--- src/rtl/alu_arbiter.sv ---
// alu_arbiter: round-robin sharing of one signed add/subtract unit between two
// requesters. Each result and its flags go into a single-entry output buffer
// with a valid/ready handshake.
// Optional feature macro: ALU_ARB_SAT_EN. When defined, the result saturates
// to the signed range. When undefined (the default), the result wraps modulo
// 2^WIDTH.

module alu_arbiter #(
    parameter int WIDTH = 16
) (
    input  logic             clk,
    input  logic             rst_n,
    input  logic             req0_vld,
    output logic             req0_rdy,
    input  logic [WIDTH-1:0] req0_a,
    input  logic [WIDTH-1:0] req0_b,
    input  logic             req0_op,
    input  logic             req1_vld,
    output logic             req1_rdy,
    input  logic [WIDTH-1:0] req1_a,
    input  logic [WIDTH-1:0] req1_b,
    input  logic             req1_op,
    output logic             rsp_vld,
    input  logic             rsp_rdy,
    output logic             rsp_id,
    output logic [WIDTH-1:0] rsp_result,
    output logic             rsp_ovfl,
    output logic             rsp_zero,
    output logic             rsp_sign
);

    typedef enum logic {
        EMPTY = 1'b0,
        FULL  = 1'b1
    } bufState_e;

    bufState_e        state_q, state_d;
    logic             last_q, last_d;
    logic             rspId_q, rspId_d;
    logic [WIDTH-1:0] rspResult_q, rspResult_d;
    logic             rspOvfl_q, rspOvfl_d;
    logic             rspZero_q, rspZero_d;
    logic             rspSign_q, rspSign_d;

    logic             canTake;
    logic             grantId;
    logic             accept;
    logic [WIDTH-1:0] selA;
    logic [WIDTH-1:0] selB;
    logic             selOp;
    logic [WIDTH:0]   exactVal;
    logic             outOfRange;
    logic [WIDTH-1:0] aluResult;

    // Round-robin grant: a lone requester always wins. On contention the
    // requester not served last wins. Ready never feeds back into any valid.
    always_comb begin
        canTake = (state_q == EMPTY) || rsp_rdy;
        grantId = 1'b0;
        if (req0_vld && req1_vld) begin
            grantId = ~last_q;
        end else if (req1_vld) begin
            grantId = 1'b1;
        end
        req0_rdy = canTake && req0_vld && (grantId == 1'b0);
        req1_rdy = canTake && req1_vld && (grantId == 1'b1);
        accept   = req0_rdy || req1_rdy;
    end

    // Operand mux and exact WIDTH+1 add/sub, then clamp or wrap into WIDTH bits
    always_comb begin
        selA       = grantId ? req1_a  : req0_a;
        selB       = grantId ? req1_b  : req0_b;
        selOp      = grantId ? req1_op : req0_op;
        exactVal   = selOp ? ({selA[WIDTH-1], selA} - {selB[WIDTH-1], selB})
                           : ({selA[WIDTH-1], selA} + {selB[WIDTH-1], selB});
        outOfRange = exactVal[WIDTH] ^ exactVal[WIDTH-1];
`ifdef ALU_ARB_SAT_EN
        if (outOfRange) begin
            aluResult = exactVal[WIDTH] ? {1'b1, {(WIDTH-1){1'b0}}}
                                        : {1'b0, {(WIDTH-1){1'b1}}};
        end else begin
            aluResult = exactVal[WIDTH-1:0];
        end
`else
        aluResult = exactVal[WIDTH-1:0];
`endif
    end

    // Buffer FSM next state and buffer load. Contents hold unless a request is accepted.
    always_comb begin
        state_d     = state_q;
        last_d      = last_q;
        rspId_d     = rspId_q;
        rspResult_d = rspResult_q;
        rspOvfl_d   = rspOvfl_q;
        rspZero_d   = rspZero_q;
        rspSign_d   = rspSign_q;
        case (state_q)
            EMPTY: begin
                if (accept) begin
                    state_d = FULL;
                end
            end
            FULL: begin
                if (rsp_rdy && !accept) begin
                    state_d = EMPTY;
                end
            end
        endcase
        if (accept) begin
            last_d      = req1_rdy;
            rspId_d     = req1_rdy;
            rspResult_d = aluResult;
            rspOvfl_d   = outOfRange;
            rspZero_d   = (aluResult == '0);
            rspSign_d   = aluResult[WIDTH-1];
        end
    end

    // State registers. Reset empties the buffer at once, and last=1 lets req0 win first.
    always_ff @(posedge clk or negedge rst_n) begin
        if (!rst_n) begin
            state_q     <= EMPTY;
            last_q      <= 1'b1;
            rspId_q     <= 1'b0;
            rspResult_q <= '0;
            rspOvfl_q   <= 1'b0;
            rspZero_q   <= 1'b0;
            rspSign_q   <= 1'b0;
        end else begin
            state_q     <= state_d;
            last_q      <= last_d;
            rspId_q     <= rspId_d;
            rspResult_q <= rspResult_d;
            rspOvfl_q   <= rspOvfl_d;
            rspZero_q   <= rspZero_d;
            rspSign_q   <= rspSign_d;
        end
    end

    assign rsp_vld    = (state_q == FULL);
    assign rsp_id     = rspId_q;
    assign rsp_result = rspResult_q;
    assign rsp_ovfl   = rspOvfl_q;
    assign rsp_zero   = rspZero_q;
    assign rsp_sign   = rspSign_q;

endmodule

--- config.mk ---
export PLATFORM = sky130hd
export DESIGN_NAME = alu_arbiter
export DESIGN_NICKNAME = d
export VERILOG_FILES = /design/src/rtl/alu_arbiter.sv
export SDC_FILE = /design/constraint.sdc
export NUM_CORES = 1
export LEC_CHECK = 0
export ABC_AREA = 1
export BUFFER_PORTS_ARGS = -buffer_cell sky130_fd_sc_hd__buf_2
export CAP_MARGIN = 20
export CORE_MARGIN = 5
export CORE_UTILIZATION = 45
export DETAILED_ROUTE_END_ITERATION = 7
export PLACE_DENSITY = 0.76
export SLEW_MARGIN = 5
export SYNTH_ARGS = -nofsm -noshare
export SYNTH_HDL_FRONTEND = slang
export SYNTH_SLANG_ARGS = --single-unit
--- constraint.sdc ---
create_clock -name clk -period 3.8 [get_ports clk]
set_input_delay 1.14 -clock clk [delete_from_list [all_inputs] [get_ports clk]]
set_output_delay 1.14 -clock clk [all_outputs]
set_load 0.02 [all_outputs]
==> qor.yml, run 1 <==
status: "finished, final reports clean"
cp-end-kind: "register"
power_frac_comb: 0.722
hold_violations: 0
crit_path_frequent_cell: "nand2_1"
vdd_drop_max_mv: 0.318
power.internal_mw: 0.955
crit_chain: "buf_6 -> nand2_8 -> nand2_8 -> nand2_1 -> nand2_1 -> nand2_1 -> nor2_4 -> nand2_2 -> buf_4 -> o21ai_1 -> xnor2_1 -> ha_1 -> buf_4 -> nand2_1 -> o21ai_1 -> a21oi_1 -> nand2_1 -> xor2_1 -> nor2_1 -> nand3_1 -> o21ai_2"
start_util: 0.471
nets: 640
cts.clk_slew.worst_paths_ps: 70
p_sw_frac: 0.485
r2r_cells: 20
synth_cells: 420
hold_path_depth: 2
insertion_delay_ps: 250
rows: 27
tightest_slew_ps: 433
cts_buffer_depth: 2
gr-total-overflow: 0
io_buffers: 93
critPathMaxStageDelay_ps: 280
critPathSlowestCell: "ha_1"
syn-cell-area_sq_um: 2630
ys.warnings.count: 0
cts_root_buf: "clkbuf_8"
max_slew_margin: 0.711
setup_ws_ps: 254
grt_max_degree: 26
htree_levels: 1
ys_ff_latch: 21
wl_per_cell_um: 10.8
p_seq_frac: 0.204
grt_pass1_wl_um: 11200
die_w_um: 86.4
hold_class: "reg2reg"
coreArea_sq_um: 5570
p_per_area_nw_per_um2: 515
clock-sinks: 21
path_max_fanout: 7
finalMaxSlewViolations: 0
skew_ps: 1.46
avgSynthCellArea_sq_um: 6.25
syn_nets: 508
maxCapViolCount: 0
die-area_sq_um: 7460
cp-start-kind: "input pin"
yosysSeqAreaShare: 0.201
hold_buffers: 0
grt_pass1_vias: 2734
placedCellCount: 613
firstDrtPassIters: 4
drive_gt1_frac: 0.338
cts_tree: "yes"
track_usage: 0.175
drtIter0Drc: 72
p_leak_nw: 2.15
fmax_ghz: 0.282
drt-total-wl_um: 6750
vias: 2902
synthDistinctLibCells: 37
pre_cts_ws_ps: -163
syn2layout_area_growth_pct: 37.3
ioPinCount: 94
die_h_um: 86.4
arrival_ps: 3730
route.detailed.drc: 0
path_buf_inv: 3
place_congestion: 0.822
antenna_left: 0
cp.depth: 21
crit_family: "simple AND/OR/NAND/NOR gates"
crit_required_ps: 3980
final_cells: 623
fin_crit_ps: 3550
vias_per_cell: 4.66
diodes: 0
setup_viol: 0
period_share: 0.933
antenna_found_initial: 0
clkPwrFrac: 0.074
p_switching_mw: 0.900
dp_hpwl_um: 5600
numCtsBuffers: 3
worstSetupPathType: "in2reg"
-- placed cells by master (no fill, tap or decap), drive strengths merged --
cell / netlist / final
nand4: 3 / 3
nand2: 169 / 171
nand3b: 15 / 15
nor3: 3 / 3
a21boi: 1 / 1
ha: 16 / 16
a21oi: 18 / 18
o21ai: 19 / 19
o21a: 1 / 1
or2: 2 / 2
dfstp: 1 / 1
a21o: 3 / 3
fa: 1 / 1
clkbuf: 2 / 4
o21bai: 4 / 4
dfrtp: 20 / 20
inv: 56 / 56
buf: 10 / 137
nand3: 26 / 26
a31oi: 2 / 2
mux2i: 1 / 1
nor2: 23 / 23
xnor2: 8 / 8
xor2: 16 / 16
-- logic make-up (layout without fill, tap and decap cells) --
| family | count (synthesis) | after routing | share of synthesized area |
|---|---|---|---|
| buffers and inverters | 68 | 197 | 0.112 |
| muxes | 1 | 1 | 0.00381 |
| AOI/OAI and AO/OA | 48 | 48 | 0.102 |
| DFF | 21 | 21 | 0.201 |
| adders and majority gates | 17 | 17 | 0.0838 |
| xor gates and xnor gates | 24 | 24 | 0.0800 |
| and+or+nand+nor | 241 | 243 | 0.417 |
-- cell type report --
type | instances | area (sq um)
clock buffer | 4 | 45.0
inverter | 56 | 213
tap | 72 | 90.1
fill | 521 | 1970
multi-input combinational | 333 | 1920
sequential | 21 | 527
timing repair buffer | 137 | 812
-- worst register-to-register path, stage by stage (launching register included) --
cell,delay [ps]
dfstp_2,680
nand2_8,110
nand2_8,100
nand2_1,60
nand2_1,80
nand2_1,90
nor2_4,140
nand2_2,90
buf_4,150
o21ai_1,130
xnor2_1,140
ha_1,280
buf_4,160
nand2_1,110
o21ai_1,130
a21oi_1,150
nand2_1,70
xor2_1,160
nor2_1,110
nand3_1,100
o21ai_2,140
-- metal layers --
| layer | track usage | wire length, um | share of wire |
|---|---|---|---|
| met1 | 0.228 | 3130 | 0.46 |
| met2 | 0.312 | 3170 | 0.47 |
| met3 | 0.0152 | 364 | 0.054 |
| met4 | 0.0368 | 72 | 0.011 |
| met5 | 0 | 0 | 0 |
-- power by group through the flow --
stage,registers (mW),logic (mW),clock network (mW)
floorplan,0.491,0.721,0
global placement,0.371,1.23,0
detailed placement,0.374,1.26,0
CTS,0.371,1.26,0.142
global route,0.393,1.50,0.149
finish,0.378,1.34,0.137
-- timing repair --
action	in CTS	in global routing
endpoints found under the setup margin	0	4
resized for setup	0	29
endpoints found under the hold margin	0	0
setup buffers	0	4
-- through the flow --
step | util | hold slack, ps | power, mW | setup TNS, ps | cell area (sq um)
after floorplan | - | 499 | 1.21 | 0 | 2630
after global placement | 0.609 | 457 | 1.60 | -128 | 3400
after detailed placement | 0.609 | 462 | 1.63 | -292 | 3400
after CTS | 0.618 | 481 | 1.78 | 0 | 3440
after global routing | 0.647 | 500 | 2.05 | -23.7 | 3600
final | 0.647 | 475 | 1.86 | 0 | 3600
-- registers in the layout, summed over array words and instances (netlist names) --
| register | cells |
|---|---|
| last_q | 1 |
| rsp_id | 1 |
| rsp_ovfl | 1 |
| rsp_result | 16 |
| rsp_vld | 1 |
| rsp_zero | 1 |
-- final timing paths --
| kind | from | slack (ps) | end |
|---|---|---|---|
| setup / recovery | req0_vld | 250 | rsp_zero$_DFFE_PN0P_ |
| hold / removal | rsp_result[3]$_DFFE_PN0P_ | 470 | rsp_result[3]$_DFFE_PN0P_ |
| setup reg to reg | last_q$_DFFE_PN1P_ | 560 | rsp_zero$_DFFE_PN0P_ |
| hold reg to reg | rsp_result[3]$_DFFE_PN0P_ | 470 | rsp_result[3]$_DFFE_PN0P_ |
| max in group asynchronous | rst_n | 2650 | last_q$_DFFE_PN1P_ |
| min in group asynchronous | rst_n | 820 | rsp_vld$_DFF_PN0_ |
-- Yosys cell counts (all sizes together) --
cell    count  area share
a21boi      1      0.0029
a21o        3      0.0086
a21oi      18       0.034
a31oi       2      0.0048
buf        10       0.030
clkbuf      2      0.0029
dfrtp      20        0.19
dfstp       1       0.010
fa          1      0.0076
ha         16       0.076
inv        56       0.080
mux2i       1      0.0038
nand2     169        0.26
nand3      26       0.051
nand3b     15       0.044
nand4       3      0.0071
nor2       23       0.040
nor3        3      0.0057
o21a        1      0.0029
o21ai      19       0.038
o21bai      4       0.011
or2         2      0.0048
xnor2       8       0.027
xor2       16       0.053
(Power assumes the default switching activity.)
==> inputs of run 2 (changes only) <==
--- a/config.mk
+++ b/config.mk
@@ -9,9 +9,9 @@
 export BUFFER_PORTS_ARGS = -buffer_cell sky130_fd_sc_hd__buf_2
 export CAP_MARGIN = 20
 export CORE_MARGIN = 5
-export CORE_UTILIZATION = 45
+export CORE_UTILIZATION = 25
 export DETAILED_ROUTE_END_ITERATION = 7
-export PLACE_DENSITY = 0.76
+export PLACE_DENSITY = 0.49
 export SLEW_MARGIN = 5
 export SYNTH_ARGS = -nofsm -noshare
 export SYNTH_HDL_FRONTEND = slang
==> run 2 against run 1 <==
  * Non-clock buffer count grew 20
  * Flip-flop and latch count stayed put
  * Final cell count up 13%
  * Final area rose by 6.5%
  * Hold slack got worse by 1.9 ps
  * Clock-buffer cell count stayed put
  * Core utilization fell by 27 points
  * Routed wire length up 6.5%
  * Register-to-register slack worse by 20 ps
  * Setup slack worse by 78 ps
  * Power up 5.9%
  * Maximum frequency shrank 2.2%
==> qor.yml, run 2 (same netlist as run 1, synthesis figures left out) <==
path_max_fanout: 7  # unchanged
antenna_found_initial: 0  # unchanged
utilization: 0.374  # -0.273
track_usage: 0.109  # -0.0658
hold_buffers: 0  # unchanged
clock-sinks: 21  # unchanged
start_util: 0.256  # -0.216
grt_max_degree: 25  # -3.8%
final_common_cell: "nand2_1"
die-area_sq_um: 12700  # +70%
cts.clk_slew.worst_paths_ps: 70  # about the same
worstSetupPathType: "in2reg"
dp_hpwl_um: 6280  # +12%
period_share: 0.954  # +0.0206
rsz0062_at_grt: "true"
nets: 658  # +2.8%
ioPinCount: 94  # unchanged
htree_levels: 1  # unchanged
fmax_ghz: 0.276  # -2.2%
largest_reg_flops: 16  # unchanged
die_w_um: 112  # +30%
p_leak_nw: 2.24  # +4.4%
crit_required_ps: 3990  # about the same
wl_met3_um: 383  # +5.2%
drive_gt1_frac: 0.371  # +0.0333
io_buffers: 93  # unchanged
firstDrtPassIters: 4  # unchanged
cts_buffer_depth: 2  # unchanged
grt_pass1_wl_um: 12100  # +7.8%
tightest_slew_ps: 458  # +24.9 ps
finalMaxSlewViolations: 0  # unchanged
setup_viol: 0  # unchanged
drtIter0Drc: 67  # -6.9%
rrSetupSlack_ps: 540  # -20 ps
maxCapViolCount: 0  # unchanged
cp-end-kind: "register"
diodes: 0  # unchanged
vias: 2928  # +0.90%
vias_per_cell: 4.15  # -11%
p_total_mw: 1.96  # +5.9%
routedLengthMet1_um: 3610  # +15%
final_cells: 705  # +13%
fin_hold_ws_ps: 473  # -1.92 ps
vdd_drop_max_mv: 0.203  # -36%
place_congestion: 0.822  # about the same
antenna_left: 0  # unchanged
wl_met2_um: 3160  # -0.44%
wl_per_cell_um: 10.2  # -5.9%
p_per_area_nw_per_um2: 512  # -0.61%
fin_crit_ps: 3620  # +78.4 ps
route.detailed.drc: 0  # unchanged
hold_violations: 0  # unchanged
final_cell_mix: "nand2_1 (146), buf_2 (91), buf_4 (63)"
numCtsBuffers: 3  # unchanged
drt-total-wl_um: 7190  # +6.5%
hold_class: "reg2reg"
gr-total-overflow: 0  # unchanged
fin_tns_setup_ps: 0  # unchanged
skew_ps: 2.55  # +1.10 ps
grt_pass1_vias: 2773  # +1.4%
insertion_delay_ps: 250  # about the same
coreArea_sq_um: 10300  # +84%
cts_root_buf: "clkbuf_8"
top_layer_used: "met4"
syn2layout_area_growth_pct: 46.2
die_h_um: 112  # +30%
max_slew_margin: 0.695  # -0.0166
placedCellCount: 688  # +12%
cp-start-kind: "input pin"
status: "finished, final reports clean"
rows: 37  # +37%
arrival_ps: 3820  # +90 ps
cts_tree: "yes"
[run 2: changes by cell type in the layout (fill, tap and decap cells not counted), sizes merged]
cell	change
nand2	-2
buf	+20
[run 2: final timing paths]
check,from,cells past startpoint,end
worst max-delay path,req0_vld,23,rsp_result[12]$_DFFE_PN0P_
worst min-delay path,rsp_result[10]$_DFFE_PN0P_,2,rsp_result[10]$_DFFE_PN0P_
worst max register to register,last_q$_DFFE_PN1P_,22,rsp_result[12]$_DFFE_PN0P_
worst min register to register,rsp_result[10]$_DFFE_PN0P_,2,rsp_result[10]$_DFFE_PN0P_
max in group asynchronous,rst_n,1,last_q$_DFFE_PN1P_
min in group asynchronous,rst_n,1,rsp_vld$_DFF_PN0_
[run 2: report_power, final]
part	switching [mW]	total [mW]	internal [mW]
clock	0.0644	0.139	0.0744
combinational	0.802	1.45	0.650
sequential	0.0515	0.373	0.322
total	0.918	1.96	1.05
[run 2: routing by layer]
metal	vias to the layer above	track usage
li1	1619	-
met3	2	0.0146
met1	1237	0.158
met2	70	0.174
met5	-	0
met4	0	0.0192
[run 2: layout make-up]
class | count | area [sq um]
Multi-Input combinational cell | 331 | 1920
Timing Repair Buffer | 157 | 966
Sequential cell | 21 | 527
Clock buffer | 4 | 45.0
Inverter | 56 | 215
Tap cell | 136 | 170
Fill cell | 1155 | 6440
[run 2: per-stage QoR]
stage                     setup WS [ps]  area (sq um)
after detailed placement           -177          3560
after global routing              -56.5          3840
final                               175          3840
after floorplan                     156          2630
after global placement             -111          3560
after CTS                          88.6          3600
[run 2: what timing repair did]
action | CTS | global route
endpoints found under the setup margin | 0 | 4
gates resized for setup | 0 | 40
setup buffers | 0 | 13
[run 2: worst max-delay path, cell delays in order]
cell and delay (ps):
buf_8 90, nand2_8 70, nand2_8 100, buf_6 130, buf_6 100, nand2_2 40, nand2_2 60, nand2_2 50
nor2_2 110, nand2_2 80, buf_4 140, o21ai_0 180, xnor2_1 140, ha_1 290, nand2_1 110, inv_1 40
a21boi_0 160, nand3_1 170, buf_4 180, xor2_1 200, buf_4 150, nand2_1 40, nand2_1 50
==> inputs of run 3 (changes only) <==
--- a/config.mk
+++ b/config.mk
@@ -11,7 +11,6 @@
 export CORE_MARGIN = 5
 export CORE_UTILIZATION = 25
 export DETAILED_ROUTE_END_ITERATION = 7
-export PLACE_DENSITY = 0.49
 export SLEW_MARGIN = 5
 export SYNTH_ARGS = -nofsm -noshare
 export SYNTH_HDL_FRONTEND = slang
==> run 3 against run 2 <==
  * Die area is the same
  * Sequential power is essentially flat
  * Final cell count shrank 1.8%
  * Clock-buffer cell count shrank 1
  * Hold slack gained 1.7 ps
  * Critical endpoint is now rsp_zero$_DFFE_PN0P_
  * Highest routed layer unchanged
==> qor.yml, run 3 (same netlist as run 1, synthesis figures left out) <==
diodes: 0  # unchanged
syn2layout_area_growth_pct: 40.3
drive_gt1_frac: 0.342  # -0.0291
fin_crit_ps: 3550  # -73.3 ps
cts.clk_slew.worst_paths_ps: 80  # about the same
rows: 37  # unchanged
cp-end-kind: "register"
vdd_drop_max_mv: 0.214  # +5.8%
drt-total-wl_um: 7200  # +0.25%
arrival_ps: 3740  # -80 ps
place_congestion: 0.796  # -3.2%
seqCellArea_sq_um: 527  # unchanged
track_usage: 0.111  # +0.00176
start_util: 0.256  # unchanged
wl_per_cell_um: 10.4  # +2.1%
die-area_sq_um: 12700  # unchanged
period_share: 0.935  # -0.0193
final.fill_count: 1174  # +1.6%
status: "finished, final reports clean"
tightest_slew_ps: 472  # +13.8 ps
cts_tree: "yes"
coreArea_sq_um: 10300  # unchanged
hold_class: "reg2reg"
p_per_area_nw_per_um2: 509  # -0.59%
final_cell_mix: "nand2_1 (150), buf_2 (92), inv_1 (51)"
insertion_delay_ps: 250  # about the same
maxCapViolCount: 0  # unchanged
htree_levels: 1  # unchanged
vias: 2885  # -1.5%
die_h_um: 112  # unchanged
firstDrtPassIters: 4  # unchanged
critPathSlowestCell: "fa_1"
drtIter0Drc: 75  # +12%
grt_pass1_wl_um: 12300  # +2.0%
skew_ps: 3.08  # +0.528 ps
utilization: 0.359  # -0.0151
cts_buffer_depth: 2  # unchanged
dp_hpwl_um: 6320  # +0.59%
place_area_sq_um: 3510  # -1.3%
max_slew_margin: 0.686  # -0.00920
clock-sinks: 21  # unchanged
critPathMaxStageDelay_ps: 450  # +160 ps
cp-start-kind: "input pin"
hold_violations: 0  # unchanged
multiInputGateArea_sq_um: 1870  # -2.3%
final_common_cell: "nand2_1"
route.detailed.drc: 0  # unchanged
fin_hold_ws_ps: 475  # +1.70 ps
nets: 645  # -2.0%
grt_max_degree: 26  # +4.0%
antenna_found_initial: 0  # unchanged
crit_chain: "buf_2 -> nand2_8 -> nand2_8 -> inv_2 -> or2_1 -> o21ai_2 -> nand2_1 -> a21oi_1 -> a21oi_1 -> fa_1 -> nand3_1 -> nand2_1 -> a21oi_1 -> xor2_1 -> nand3_1 -> nor2_1 -> nand3_1 -> o21ai_1"
finalMaxSlewViolations: 0  # unchanged
antenna_left: 0  # unchanged
cts_root_buf: "clkbuf_8"
die_w_um: 112  # unchanged
vias_per_cell: 4.17  # +0.38%
crit_required_ps: 3990  # about the same
ioPinCount: 94  # unchanged
largest_reg_flops: 16  # unchanged
io_buffers: 93  # unchanged
worstSetupPathType: "in2reg"
design_area_sq_um: 3680  # -4.0%
hold_buffers: 0  # unchanged
setup_viol: 0  # unchanged
fmax_ghz: 0.282  # +2.1%
p_leak_nw: 2.17  # -3.4%
grt_pass1_vias: 2857  # +3.0%
gr-total-overflow: 0  # unchanged
numCtsBuffers: 3  # unchanged
path_max_fanout: 7  # unchanged
[run 3: power breakdown]
| part | internal (mW) | leakage (nW) | switching (mW) |
|---|---|---|---|
| clock network | 0.0728 | 0.0255 | 0.0698 |
| logic | 0.578 | 1.89 | 0.778 |
| registers | 0.322 | 0.253 | 0.0534 |
| total | 0.973 | 2.17 | 0.901 |
[run 3: worst paths after layout]
| path | cells after the start | slack (ps) | endpoint | start |
|---|---|---|---|---|
| hold / removal | 2 | 470 | rsp_result[4]$_DFFE_PN0P_ | rsp_result[4]$_DFFE_PN0P_ |
| max in group asynchronous | 1 | 2620 | last_q$_DFFE_PN1P_ | rst_n |
| setup / recovery | 18 | 250 | rsp_zero$_DFFE_PN0P_ | req0_vld |
| setup reg to reg | 17 | 680 | rsp_zero$_DFFE_PN0P_ | last_q$_DFFE_PN1P_ |
| min in group asynchronous | 1 | 830 | rsp_vld$_DFF_PN0_ | rst_n |
| hold reg to reg | 2 | 470 | rsp_result[4]$_DFFE_PN0P_ | rsp_result[4]$_DFFE_PN0P_ |
[run 3: per-layer routing]
metal  global-route usage  share of wire
met5                    0              0
met4               0.0112         0.0011
met3               0.0146          0.056
met2                0.180           0.42
met1                0.161           0.52
[run 3: critical path: cells and delay by family]
kind            cells  cell delay, ps
fa+ha+maj           1             450
simple gates        9            1070
xor+xnor            1             240
compound gates      5             660
buf+inv             2             180
[run 3: layout make-up]
type	instances	area share
multi-input combinational	332	0.508
timing repair buffer	143	0.233
sequential	21	0.143
inverter	56	0.0570
tap	136	0.0462
clock buffer	3	0.0112
clock inverter	1	0.00136
[run 3: repair_timing]
item                       4_1_cts  5_1_grt
setup endpoints to repair        0        5
resized for setup                0       18
setup buffers                    0        7
[run 3: stage by stage]
stage	worst slack, ps	power, mW	setup TNS [ps]	std cells
floorplan	156	1.21	0	420
global placement	-82.2	1.66	-124	680
detailed placement	-142	1.68	-332	680
CTS	123	1.83	0	684
global route	-6.63	2.09	-6.63	692
finish	249	1.87	0	692
